`src/rtl/keypad_matrix_scanner.sv`:
```
// rtl/keypad_matrix_scanner.sv - 4x4 keypad column scanner with debounce and one event per press.
// Optional auto-repeat while held is enabled by defining KEYPAD_REPEAT_EN.
module keypad_matrix_scanner #(
  parameter int SCAN_DIV     = 1000,
  parameter int DEBOUNCE_CNT = 4,
  parameter int REPEAT_CNT   = 50
) (
  input  logic       clk,
  input  logic       reset,
  input  logic [3:0] key_row,
  output logic [3:0] key_col,
  output logic [3:0] key_code,
  output logic       key_valid,
  output logic       key_pressed
);

  localparam int DIVW = (SCAN_DIV > 2) ? $clog2(SCAN_DIV) : 1;
  localparam int DW   = $clog2(DEBOUNCE_CNT + 1);

  typedef enum logic [1:0] {SCAN, DEBOUNCE, HELD} state_t;

  state_t          state_q, state_d;
  logic [3:0]      row_meta_q, row_meta_d, row_s_q, row_s_d;
  logic [DIVW-1:0] div_cnt_q, div_cnt_d;
  logic [1:0]      col_idx_q, col_idx_d;
  logic [1:0]      lat_row_q, lat_row_d, lat_col_q, lat_col_d;
  logic [DW-1:0]   match_cnt_q, match_cnt_d, rel_cnt_q, rel_cnt_d;
  logic [3:0]      key_code_q, key_code_d;
  logic            key_valid_q, key_valid_d;
  logic            key_pressed_q, key_pressed_d;
  logic            sample, accept;
  logic [1:0]      first_low, acc_row, acc_col;

`ifdef KEYPAD_REPEAT_EN
  localparam int RW = $clog2(REPEAT_CNT + 1);
  logic [RW-1:0] rpt_cnt_q, rpt_cnt_d;
`endif

  always_comb begin
    row_meta_d    = key_row;
    row_s_d       = row_meta_q;
    state_d       = state_q;
    div_cnt_d     = div_cnt_q + 1'b1;
    col_idx_d     = col_idx_q;
    lat_row_d     = lat_row_q;
    lat_col_d     = lat_col_q;
    match_cnt_d   = match_cnt_q;
    rel_cnt_d     = rel_cnt_q;
    key_code_d    = key_code_q;
    key_valid_d   = 1'b0;
    key_pressed_d = key_pressed_q;
    accept        = 1'b0;
    acc_row       = lat_row_q;
    acc_col       = lat_col_q;
`ifdef KEYPAD_REPEAT_EN
    rpt_cnt_d     = rpt_cnt_q;
`endif

    sample = (div_cnt_q == DIVW'(SCAN_DIV - 1));
    if (sample) div_cnt_d = '0;

    // Lowest-index low row wins when several keys share the driven column.
    first_low = 2'd0;
    for (int i = 3; i >= 0; i--) begin
      if (!row_s_q[i]) first_low = 2'(i);
    end

    case (state_q)
      SCAN: begin
        if (sample) begin
          if (row_s_q == 4'b1111) begin
            col_idx_d = col_idx_q + 2'd1;
          end else begin
            lat_row_d = first_low;
            lat_col_d = col_idx_q;
            acc_row   = first_low;
            acc_col   = col_idx_q;
            if (DEBOUNCE_CNT == 1) begin
              accept = 1'b1;
            end else begin
              match_cnt_d = DW'(1);
              state_d     = DEBOUNCE;
            end
          end
        end
      end
      DEBOUNCE: begin
        if (sample) begin
          if (!row_s_q[lat_row_q]) begin
            match_cnt_d = match_cnt_q + 1'b1;
            if (match_cnt_q + 1'b1 == DW'(DEBOUNCE_CNT)) accept = 1'b1;
          end else begin
            state_d   = SCAN;
            col_idx_d = col_idx_q + 2'd1;
          end
        end
      end
      HELD: begin
        if (sample) begin
          if (row_s_q[lat_row_q]) begin
            rel_cnt_d = rel_cnt_q + 1'b1;
`ifdef KEYPAD_REPEAT_EN
            rpt_cnt_d = '0;
`endif
            if (rel_cnt_q + 1'b1 == DW'(DEBOUNCE_CNT)) begin
              rel_cnt_d     = '0;
              key_pressed_d = 1'b0;
              state_d       = SCAN;
              col_idx_d     = col_idx_q + 2'd1;
            end
          end else begin
            rel_cnt_d = '0;
`ifdef KEYPAD_REPEAT_EN
            if (rpt_cnt_q + 1'b1 == RW'(REPEAT_CNT)) begin
              rpt_cnt_d   = '0;
              key_valid_d = 1'b1;
            end else begin
              rpt_cnt_d = rpt_cnt_q + 1'b1;
            end
`endif
          end
        end
      end
      default: state_d = SCAN;
    endcase

    if (accept) begin
      key_valid_d   = 1'b1;
      key_code_d    = {acc_row, acc_col};
      key_pressed_d = 1'b1;
      match_cnt_d   = '0;
      rel_cnt_d     = '0;
      state_d       = HELD;
`ifdef KEYPAD_REPEAT_EN
      rpt_cnt_d     = '0;
`endif
    end
  end

  always_ff @(posedge clk) begin
    if (reset) begin
      state_q       <= SCAN;
      row_meta_q    <= 4'b1111;
      row_s_q       <= 4'b1111;
      div_cnt_q     <= '0;
      col_idx_q     <= 2'd0;
      lat_row_q     <= 2'd0;
      lat_col_q     <= 2'd0;
      match_cnt_q   <= '0;
      rel_cnt_q     <= '0;
      key_code_q    <= 4'd0;
      key_valid_q   <= 1'b0;
      key_pressed_q <= 1'b0;
`ifdef KEYPAD_REPEAT_EN
      rpt_cnt_q     <= '0;
`endif
    end else begin
      state_q       <= state_d;
      row_meta_q    <= row_meta_d;
      row_s_q       <= row_s_d;
      div_cnt_q     <= div_cnt_d;
      col_idx_q     <= col_idx_d;
      lat_row_q     <= lat_row_d;
      lat_col_q     <= lat_col_d;
      match_cnt_q   <= match_cnt_d;
      rel_cnt_q     <= rel_cnt_d;
      key_code_q    <= key_code_d;
      key_valid_q   <= key_valid_d;
      key_pressed_q <= key_pressed_d;
`ifdef KEYPAD_REPEAT_EN
      rpt_cnt_q     <= rpt_cnt_d;
`endif
    end
  end

  assign key_col     = ~(4'b0001 << col_idx_q);
  assign key_code    = key_code_q;
  assign key_valid   = key_valid_q;
  assign key_pressed = key_pressed_q;

endmodule

```
`config.mk`:
```
export PLATFORM = sky130hd
export DESIGN_NAME = keypad_matrix_scanner
export DESIGN_NICKNAME = d
export VERILOG_FILES = /design/src/rtl/keypad_matrix_scanner.sv
export SDC_FILE = /design/constraint.sdc
export NUM_CORES = 1
export LEC_CHECK = 0
export CELL_PAD_IN_SITES_DETAIL_PLACEMENT = 1
export CELL_PAD_IN_SITES_GLOBAL_PLACEMENT = 1
export CORE_MARGIN = 2
export CORE_UTILIZATION = 38
export CTS_CLUSTER_DIAMETER = 150
export DETAILED_ROUTE_END_ITERATION = 10
export GPL_TIMING_DRIVEN = 1
export PLACE_DENSITY_LB_ADDON = 0.2
export SYNTH_ARGS = -nofsm -noshare
export SYNTH_HDL_FRONTEND = slang
export SYNTH_SLANG_ARGS = --single-unit
```
`constraint.sdc`:
```
create_clock -name clk -period 2.2 [get_ports clk]
set_input_delay 0.22 -clock clk [delete_from_list [all_inputs] [get_ports clk]]
set_output_delay 0.22 -clock clk [all_outputs]
set_load 0.02 [all_outputs]
```
==> impl_metrics.yaml <==
sta:
  setup_viol: 0
  fin_ws_ps: 96.72
  min_period_over_period_pct: 95.60
  tns_ps: 0
  worst_pin_slew_ps: 454.4
  whs_ps: 412.7
  hold_viol_final: 0
  min_period_ps: 2103
  rsz0062_at_grt: "no"
  max_freq_ghz: 0.4754
  slew_headroom_pct: 69.61
  skew_ps: 4.622
  slew_violations: 0
worst_setup_path:
  crit_path_end_kind: "flip-flop"
  crit_chain: "ha_2, nand4bb_2, or3_1, or3_4, or4b_4, a21oi_2"
  r2r_cells: 6
  crit_type: "reg2reg"
  required_ps: 2430
  critPathMaxStageDelay_ps: 490
  cp_slowest_cell: "or4b_4"
  reg2reg_slack_ps: 100
  cp.arrival_ps: 2330
  path_max_fanout: 3
  worstSetupStartpointType: "flip-flop"
clock_tree:
  cts_max_level: 2
  clock_latency_ps: 290
  cts_tree: "done"
  root_buffer: "clkbuf_8"
  cts_max_path_buffers: 2
  path_clk_slew_ps: 70
  clock-sinks: 38
  cts_buffers: 5
hold_path:
  hp-class: "reg2reg"
  hold_depth: 1
drt:
  drtIter0Drc: 22
  via_per_inst: 4.988
  post_drt_wl_per_cell_um: 14.14
  vias: 1252
  ant_nets: 0
  post-route-drc-count: 0
  drt_pre_antenna_iters: 4
  wl_mm: 3.550
global_routing:
  grt_max_degree: 14
  grt_pass1_wl_mm: 6.065
  grt_use_total_pct: 16.18
  grt_antenna_before_repair: 0
  grt-ovfl-total: 0
  grt_pass1_vias: 1313
power_and_ir_drop:
  seqPwrFrac_pct: 52.8
  total_power_w: 0.001337
  peakVddDrop_uv: 457.3
  power_frac_comb_pct: 4.1
  power.leakage_nw: 0.7985
  p_sw_w: 0.0002767
  p_sw_share_pct: 20.69
  powerDensity_mw_per_mm2: 667.5
  clockPowerShare_pct: 43.0
  p_int_w: 0.001060
floorplan:
  die_area_sq_mm: 0.004837
  initial_utilization_pct: 40.24
  dieHeight_um: 69.55
  core-area_sq_mm: 0.004058
  placementRows: 23
  die_w_um: 69.55
  ios: 16
yosys:
  synthCells: 173
  async_reset_ff_share_pct: 0
  yosys_warnings: 0
  synth.distinct_cells: 41
  ys_ff_latch: 38
  ys_seq_area_share_pct: 46.59
  synth_edf_count: 0
  netlist_area_sq_mm: 0.001633
  syn-num-nets: 188
  synth_ff_type: "dfxtp_1"
  avgSynthCellArea_sq_um: 9.438
place:
  numPortBuffers: 15
  placed_area_sq_mm: 0.001886
  hpwl_mm: 2.593
  place_congestion: 0.7522
  pre_cts_ws_ps: 50.69
layout:
  design_area_sq_mm: 0.002003
  drive_gt1_share_pct: 17.41
  diodes: 0
  fillers: 479
  nNetsFinal: 215
  final_common_cell: "dfxtp_1"
  final_cell_mix: "dfxtp_1 (37), nor2_1 (23), clkdlybuf4s50_1 (15)"
  syn_to_final_growth_pct: 22.68
status:
  outcome: "finished clean"
job:
  max_cap_violations: 0
## power groups by stage
stage	Combinational (W)	Clock, W	Sequential [W]
floorplan	0.0000310	0	0.000721
global placement	0.0000525	0	0.000721
detailed placement	0.0000557	0	0.000722
CTS	0.0000563	0.000593	0.000706
global route	0.0000620	0.000626	0.000707
finish	0.0000550	0.000576	0.000707
## worst max-delay path, delay by kind of cell (launching register included)
kind,cells,cell delay (ps)
adder cells (fa/ha/maj),1,190
AO/OA/AOI/OAI,1,140
AND/OR/NAND/NOR,4,1370
flip-flops,1,350
## Yosys cell counts (2+ instances only)
cell        n  share of area, %
dfxtp_1    38                47
nor2_1     23               5.3
inv_1      14               3.2
nand2_1    11               2.5
ha_1        9               6.9
or2_2       9               3.4
a21oi_1     8               2.5
o21ai_0     5               1.5
xnor2_1     5               2.7
nand3_1     4               1.2
o2bb2ai_1   4               2.1
xor2_1      4               2.1
clkbuf_1    3              0.69
mux2i_1     3               1.8
nand3b_1    3               1.4
a21o_1      2              0.92
nand2b_1    2              0.77
nor2b_1     2              0.77
nor3_1      2              0.61
## registers in the layout, indices dropped and copies added (netlist names)
name,cells
key_valid,1
lat_col_q,2
state_q,2
col_idx_q,2
row_s_q,4
row_meta_q,4
lat_row_q,2
key_code,4
rel_cnt_q,3
match_cnt_q,3
div_cnt_q,10
key_pressed,1
## cell type report
| class | count | area [sq um] | area share [%] |
|---|---|---|---|
| Clock buffer | 5 | 68.82 | 3.435 |
| Inverter | 14 | 52.55 | 2.623 |
| Tap cell | 50 | 62.56 | 3.123 |
| Timing Repair Buffer | 24 | 217.7 | 10.87 |
| Multi-Input combinational cell | 117 | 799.5 | 39.91 |
| Sequential cell | 38 | 762.0 | 38.04 |
| Clock inverter | 3 | 40.04 | 1.999 |
## routing by layer
layer  global-route usage [%]  share of wire (%)
met5                        0                  0
met4                    5.882                1.2
met3                    5.378                3.2
met2                    26.82                 49
met1                    19.49                 47
## kinds of logic after synthesis
group | share of synthesized area, %
buffers and inverters | 4.598
flip-flops | 46.59
AO/OA/AOI/OAI | 10.80
XOR/XNOR | 4.827
AND/OR/NAND/NOR | 23.07
multiplexers | 3.218
adder cells (fa/ha/maj) | 6.897
## timing repair
item / CTS / global route
setup buffers: 0 / 1
hold buffers: 0 / 0
setup endpoints to repair: 0 / 5
resized for setup: 0 / 1
## through the flow
| stage | utilization, % | std cells |
|---|---|---|
| 2_1_floorplan | - | 173 |
| 3_3_place_gp | 46.47 | 242 |
| 3_5_place_dp | 46.47 | 242 |
| 4_1_cts | 49.15 | 250 |
| 5_1_grt | 49.37 | 251 |
| 6_report | 49.37 | 251 |
## final timing paths
kind,startpoint,to
max,div_cnt_q[1],rel_cnt_q[2]
min,row_meta_q[1],row_s_q[1]
max reg2reg,div_cnt_q[1],rel_cnt_q[2]
min reg2reg,row_meta_q[1],row_s_q[1]
Power figures use the tool's default switching activity.
